==> src/rtl/tv80_pkg.sv <==
// Shared definitions for the tv80 16-bit ALU sequencer: FSM states,
// request op encodings and F register bit positions.
package tv80_pkg;

    // Sequencer states
    localparam logic [1:0] ST_IDLE = 2'd0;
    localparam logic [1:0] ST_LO   = 2'd1;
    localparam logic [1:0] ST_HI   = 2'd2;
    localparam logic [1:0] ST_DONE = 2'd3;

    // req_op encodings
    localparam logic [1:0] OP_ADD16 = 2'b00;
    localparam logic [1:0] OP_ADC16 = 2'b01;
    localparam logic [1:0] OP_SBC16 = 2'b10;
    localparam logic [1:0] OP_RSVD  = 2'b11;

    // F register bit indices
    localparam int FLAG_C = 0;
    localparam int FLAG_N = 1;
    localparam int FLAG_P = 2;
    localparam int FLAG_X = 3;
    localparam int FLAG_H = 4;
    localparam int FLAG_Y = 5;
    localparam int FLAG_Z = 6;
    localparam int FLAG_S = 7;

    // The reserved encoding runs as ADD16, so anything that is not ADC/SBC is an add.
    function automatic logic is_add16(input logic [1:0] op);
        return (op != OP_ADC16) && (op != OP_SBC16);
    endfunction

endpackage

==> src/rtl/tv80_alu16_seq.sv <==
// Drives a 16-bit ADD/ADC/SBC through the tv80 8-bit ALU as two byte passes
// (low then high) and returns the combined result over a valid/ready pair.
module tv80_alu16_seq
    import tv80_pkg::*;
#(
    parameter logic [3:0] ALU_ADD = 4'b0000,
    parameter logic [3:0] ALU_ADC = 4'b0001,
    parameter logic [3:0] ALU_SBC = 4'b0011
) (
    input  logic        clk,
    input  logic        reset_n,
    input  logic        req_valid,
    output logic        req_ready,
    input  logic [1:0]  req_op,
    input  logic [15:0] req_a,
    input  logic [15:0] req_b,
    input  logic [7:0]  req_f,
    output logic        rsp_valid,
    input  logic        rsp_ready,
    output logic [15:0] rsp_res,
    output logic [7:0]  rsp_f,
    output logic [3:0]  alu_op,
    output logic [7:0]  alu_busa,
    output logic [7:0]  alu_busb,
    output logic [7:0]  alu_f_in,
    output logic        alu_arith16,
    output logic        alu_z16,
    output logic [5:0]  alu_ir,
    output logic [1:0]  alu_iset,
    input  logic [7:0]  alu_q,
    input  logic [7:0]  alu_f_out
);

    logic [1:0]  state_q, state_d;
    logic [1:0]  op_q;
    logic [15:0] a_q, b_q;
    logic [7:0]  f_q;
    logic [7:0]  res_lo_q;
    logic [7:0]  f_lo_q;
    logic        rsp_valid_q;
    logic [15:0] rsp_res_q;
    logic [7:0]  rsp_f_q;
    logic        add16;

    assign add16     = is_add16(op_q);
    assign req_ready = (state_q == ST_IDLE);
    assign rsp_valid = rsp_valid_q;
    assign rsp_res   = rsp_res_q;
    assign rsp_f     = rsp_f_q;
    assign alu_ir    = 6'd0;
    assign alu_iset  = 2'd0;

    // Next state: one cycle per byte pass, then wait for the response handshake.
    always_comb begin
        state_d = state_q;
        case (state_q)
            ST_IDLE: if (req_valid) state_d = ST_LO;
            ST_LO:   state_d = ST_HI;
            ST_HI:   state_d = ST_DONE;
            ST_DONE: if (rsp_ready) state_d = ST_IDLE;
            default: state_d = ST_IDLE;
        endcase
    end

    // ALU drive: low bytes with the request F, then high bytes chained on the low-pass F.
    // Z16 only on the high pass of ADC/SBC so Z reflects both bytes being zero.
    always_comb begin
        alu_op      = ALU_ADD;
        alu_busa    = 8'd0;
        alu_busb    = 8'd0;
        alu_f_in    = 8'd0;
        alu_arith16 = 1'b0;
        alu_z16     = 1'b0;
        case (state_q)
            ST_LO: begin
                alu_op      = add16 ? ALU_ADD : ((op_q == OP_SBC16) ? ALU_SBC : ALU_ADC);
                alu_busa    = a_q[7:0];
                alu_busb    = b_q[7:0];
                alu_f_in    = f_q;
                alu_arith16 = add16;
            end
            ST_HI: begin
                alu_op      = (op_q == OP_SBC16) ? ALU_SBC : ALU_ADC;
                alu_busa    = a_q[15:8];
                alu_busb    = b_q[15:8];
                alu_f_in    = f_lo_q;
                alu_arith16 = add16;
                alu_z16     = !add16;
            end
            default: ;
        endcase
    end

    // State, request capture, per-pass result capture and response hold.
    always_ff @(posedge clk or negedge reset_n) begin
        if (!reset_n) begin
            state_q     <= ST_IDLE;
            op_q        <= 2'd0;
            a_q         <= 16'd0;
            b_q         <= 16'd0;
            f_q         <= 8'd0;
            res_lo_q    <= 8'd0;
            f_lo_q      <= 8'd0;
            rsp_valid_q <= 1'b0;
            rsp_res_q   <= 16'd0;
            rsp_f_q     <= 8'd0;
        end else begin
            state_q <= state_d;
            if (req_valid && req_ready) begin
                op_q <= req_op;
                a_q  <= req_a;
                b_q  <= req_b;
                f_q  <= req_f;
            end
            if (state_q == ST_LO) begin
                res_lo_q <= alu_q;
                f_lo_q   <= alu_f_out;
            end
            if (state_q == ST_HI) begin
                rsp_res_q   <= {alu_q, res_lo_q};
                rsp_f_q     <= alu_f_out;
                rsp_valid_q <= 1'b1;
            end else if ((state_q == ST_DONE) && rsp_ready) begin
                rsp_valid_q <= 1'b0;
            end
        end
    end

endmodule
==> config.mk <==
export PLATFORM = sky130hd
export DESIGN_NAME = tv80_alu16_seq
export DESIGN_NICKNAME = d
export VERILOG_FILES = /design/src/rtl/tv80_pkg.sv /design/src/rtl/tv80_alu16_seq.sv
export SDC_FILE = /design/constraint.sdc
export NUM_CORES = 1
export LEC_CHECK = 0
export BUFFER_PORTS_ARGS = -buffer_cell sky130_fd_sc_hd__clkbuf_2
export CAP_MARGIN = 30
export CORE_ASPECT_RATIO = 0.6
export CORE_UTILIZATION = 53
export CTS_BUF_LIST = sky130_fd_sc_hd__clkbuf_4 sky130_fd_sc_hd__clkbuf_8
export DETAILED_ROUTE_END_ITERATION = 6
export HOLD_SLACK_MARGIN = 0.06
export PLACE_DENSITY = 0.92
export SLEW_MARGIN = 10
export SYNTH_ARGS = -nofsm -noshare
export SYNTH_HDL_FRONTEND = slang
export SYNTH_SLANG_ARGS = --single-unit
==> constraint.sdc <==
create_clock -name clk -period 1.8 [get_ports clk]
set_input_delay 0.18 -clock clk [delete_from_list [all_inputs] [get_ports clk]]
set_output_delay 0.18 -clock clk [all_outputs]
set_load 0.01 [all_outputs]
==> results.py <==
metrics = {
    "global_route": {
        "antenna_found_initial": 0,
        "grt_pass1_wl_um": 15700,
        "grt_pass1_vias": 2973,
        "grt_max_degree": 64,
        "track_usage": 0.283,
        "grt_overflow": 0,
    },
    "worst_setup_path": {
        "slowest_stage": "dfrtp_2",
        "crit_type": "reg2out",
        "rr_startpoint": "state_q[0]$_DFFE_PN0P_",
        "path_cells": "buf_6, ha_4, buf_16, a22oi_2, nor2b_2, buf_2",
        "crit_buf_inv": 3,
        "rr_endpoint": "state_q[1]$_DFFE_PN0P_",
        "worst_path_largest_cell_delay_ps": 450,
        "crit_path_start_kind": "register",
        "reg2reg_depth": 7,
        "crit_fanout": 11,
        "critPathRequiredTime_ps": 1620,
        "end_kind": "output port",
        "rrSetupSlack_ps": 50,
        "path_delay_family": "flip-flops",
        "cp.arrival_ps": 1710,
    },
    "finish": {
        "fin_util": 0.870,
        "final_cells": 550,
        "layout-drive-gt1-share": 0.633,
        "area_delta_synth_final_pct": 53.3,
        "diodes": 0,
        "nNetsFinal": 527,
    },
    "power_and_ir_drop": {
        "cellInternalPower_w": 0.00800,
        "p_leak_nw": 2.91,
        "powerDensity_nw_per_um2": 2030,
        "clkPwrFrac": 0.136,
        "p_sw_w": 0.00421,
        "switching_share": 0.345,
        "power.total_w": 0.0122,
        "peakVddDrop_v": 0.00115,
        "seqPwrFrac": 0.297,
        "power_frac_comb": 0.567,
    },
    "detailed_routing": {
        "dr.first_iter.drc_count": 95,
        "drt_wl_total_um": 10900,
        "vias_per_cell": 5.28,
        "route.detailed.drc": 0,
        "via_count": 2904,
        "wl_per_cell_um": 19.8,
        "firstDrtPassIters": 4,
        "antenna_left": 0,
    },
    "synth": {
        "yosysMostFrequentCell": "dfrtp_1",
        "synth_compound_area_frac": 0.0562,
        "synth_xor_area_frac": 0,
        "ys.warnings.count": 0,
        "synth_top_area_frac": 0.543,
        "synth_fa_ha_area_frac": 0.0224,
        "synth_mux_area_frac": 0.277,
        "synthDistinctLibCells": 20,
        "syn_inst": 266,
        "syn_avg_cell_area_um2": 14.7,
        "synth_top_area_cell": "dfrtp_1",
        "synth_edf_count": 0,
        "ys_ff_latch": 85,
        "synthArstFlopShare": 1.00,
        "synth_top_family_by_area": "multiplexers",
        "synth_area_leaders": "dfrtp_1 54%, mux2_4 15%, mux2_2 12%, a22oi_1 4.6%, nor2b_1 4.3%",
        "synth_common_cells": "85 x dfrtp_1, 43 x mux2_2, 40 x mux2_4, 27 x nor2b_1, 24 x a22oi_1",
        "dominantRegCellSynth": "dfrtp_1",
        "ys_seq_area_frac": 0.543,
        "yosys.area_share.simple": 0.0473,
        "netlist_area_um2": 3920,
    },
    "die": {
        "coreArea_um2": 6910,
        "chipHeight_um": 68.6,
        "ios": 126,
        "die_x_um": 113,
        "dieArea_um2": 7750,
        "row_count": 23,
        "initial_core_util": 0.567,
    },
    "clocking": {
        "clockBufferDepth": 2,
        "clkSinkCount": 85,
        "cts_buffers": 9,
        "cts_htree_levels": 3,
        "clk_pin_slew_worst_paths_ps": 90,
        "clock_latency_ps": 360,
        "root_buffer": "clkbuf_8",
        "cts_tree": "yes",
    },
    "outcome": {
        "violations": "setup timing",
        "status": "finished, violations left",
    },
    "run": {
        "drv_cap": 0,
    },
    "min_path": {
        "hp-start": "alu_q[0]",
        "whs_endpoint": "rsp_res[8]$_DFFE_PN0N_",
        "hold_depth": 2,
        "hold_path.class": "in2reg",
    },
    "timing": {
        "fin_ws_ps": -92.2,
        "slew_violations": 0,
        "max_freq_mhz": 528,
        "hold_viol": 0,
        "rsz0062_at_grt": "true",
        "finalCritPeriodShare": 1.05,
        "tns_ps": -1390,
        "finalSetupViolations": 27,
        "fin_crit_ps": 1890,
        "finClkSkew_ps": 7.07,
    },
    "place": {
        "io_buffers": 115,
        "routabilityCongestion": 0.732,
        "place_ws_ps": 109,
        "place_inst": 459,
        "hpwl_um": 5760,
    },
}
cell type report:
| class | instances | area, um2 |
|---|---|---|
| well taps | 87 | 109 |
| clock inverters | 6 | 109 |
| multi-input cells | 159 | 1880 |
| repair buffers | 199 | 1620 |
| inverters | 4 | 20.0 |
| clock buffers | 10 | 138 |
| fillers | 317 | 900 |
| flip-flops and latches | 85 | 2130 |
worst max path at each step:
stage | start | depth (start not counted) | to | slack (ps)
5_1_grt | state_q[1]$_DFFE_PN0P_ | 6 | alu_busa[1] | -150
3_3_place_gp | state_q[0]$_DFFE_PN0P_ | 5 | alu_f_in[1] | 190
4_1_cts | state_q[1]$_DFFE_PN0P_ | 5 | alu_f_in[2] | -50
3_5_place_dp | state_q[0]$_DFFE_PN0P_ | 5 | alu_f_in[3] | 110
6_report | state_q[1]$_DFFE_PN0P_ | 6 | alu_busa[1] | -90
2_1_floorplan | state_q[0]$_DFFE_PN0P_ | 5 | alu_busb[0] | 290
cells by family (layout without fill, tap and decap cells):
| group | Yosys count | count (layout) |
|---|---|---|
| AO/OA/AOI/OAI | 29 | 29 |
| adder cells (fa/ha/maj) | 7 | 7 |
| buffers and inverters | 31 | 219 |
| flip-flops | 85 | 85 |
| multiplexers | 83 | 83 |
| other | 1 | 10 |
| AND/OR/NAND/NOR | 30 | 30 |
per-stage QoR:
stage	hold slack, ps	instance area, um2
4_1_cts	60.2	5870
6_report	77.7	6010
3_5_place_dp	97.0	4600
2_1_floorplan	-116	3950
5_1_grt	70.6	6010
3_3_place_gp	92.7	4600
placed cells by master, fill, tap and decap left out, types with 10 or more instances in the layout:
cell / instances
a22oi_2: 22
buf_12: 11
buf_2: 13
buf_4: 10
buf_6: 10
clkbuf_2: 96
clkbuf_8: 10
conb_1: 10
dfrtp_1: 83
dlygate4sd3_1: 55
mux2_2: 42
mux2_4: 41
nor2b_1: 12
flip-flops by register name, summed over array words and instances (netlist names):
name	flops
op_q	2
b_q	16
state_q	2
rsp_res	16
f_lo_q	8
rsp_f	8
rsp_valid	1
f_q	8
a_q	16
res_lo_q	8
power groups by stage:
stage	Combinational (W)	Sequential (W)	Clock (W)
global placement	0.00457	0.00344	0
detailed placement	0.00469	0.00351	0
CTS	0.00630	0.00356	0.00167
global route	0.00728	0.00373	0.00175
floorplan	0.00312	0.00348	0
finish	0.00692	0.00363	0.00166
layer usage:
| layer | global-route usage | share of wire |
|---|---|---|
| met5 | 0 | 0 |
| met4 | 0.0938 | 0.012 |
| met3 | 0.0769 | 0.053 |
| met2 | 0.508 | 0.50 |
| met1 | 0.341 | 0.43 |
repair_timing:
action / 4_1_cts / 5_1_grt
pin swaps: 4 / 7
buffers inserted: 12 / 4
endpoints found under the hold margin: 85 / 0
resized for setup: 51 / 40
endpoints found under the setup margin: 27 / 28
gates cloned: 4 / 0
hold buffers: 55 / 0
No activity file was read; power rests on OpenSTA's default activity.
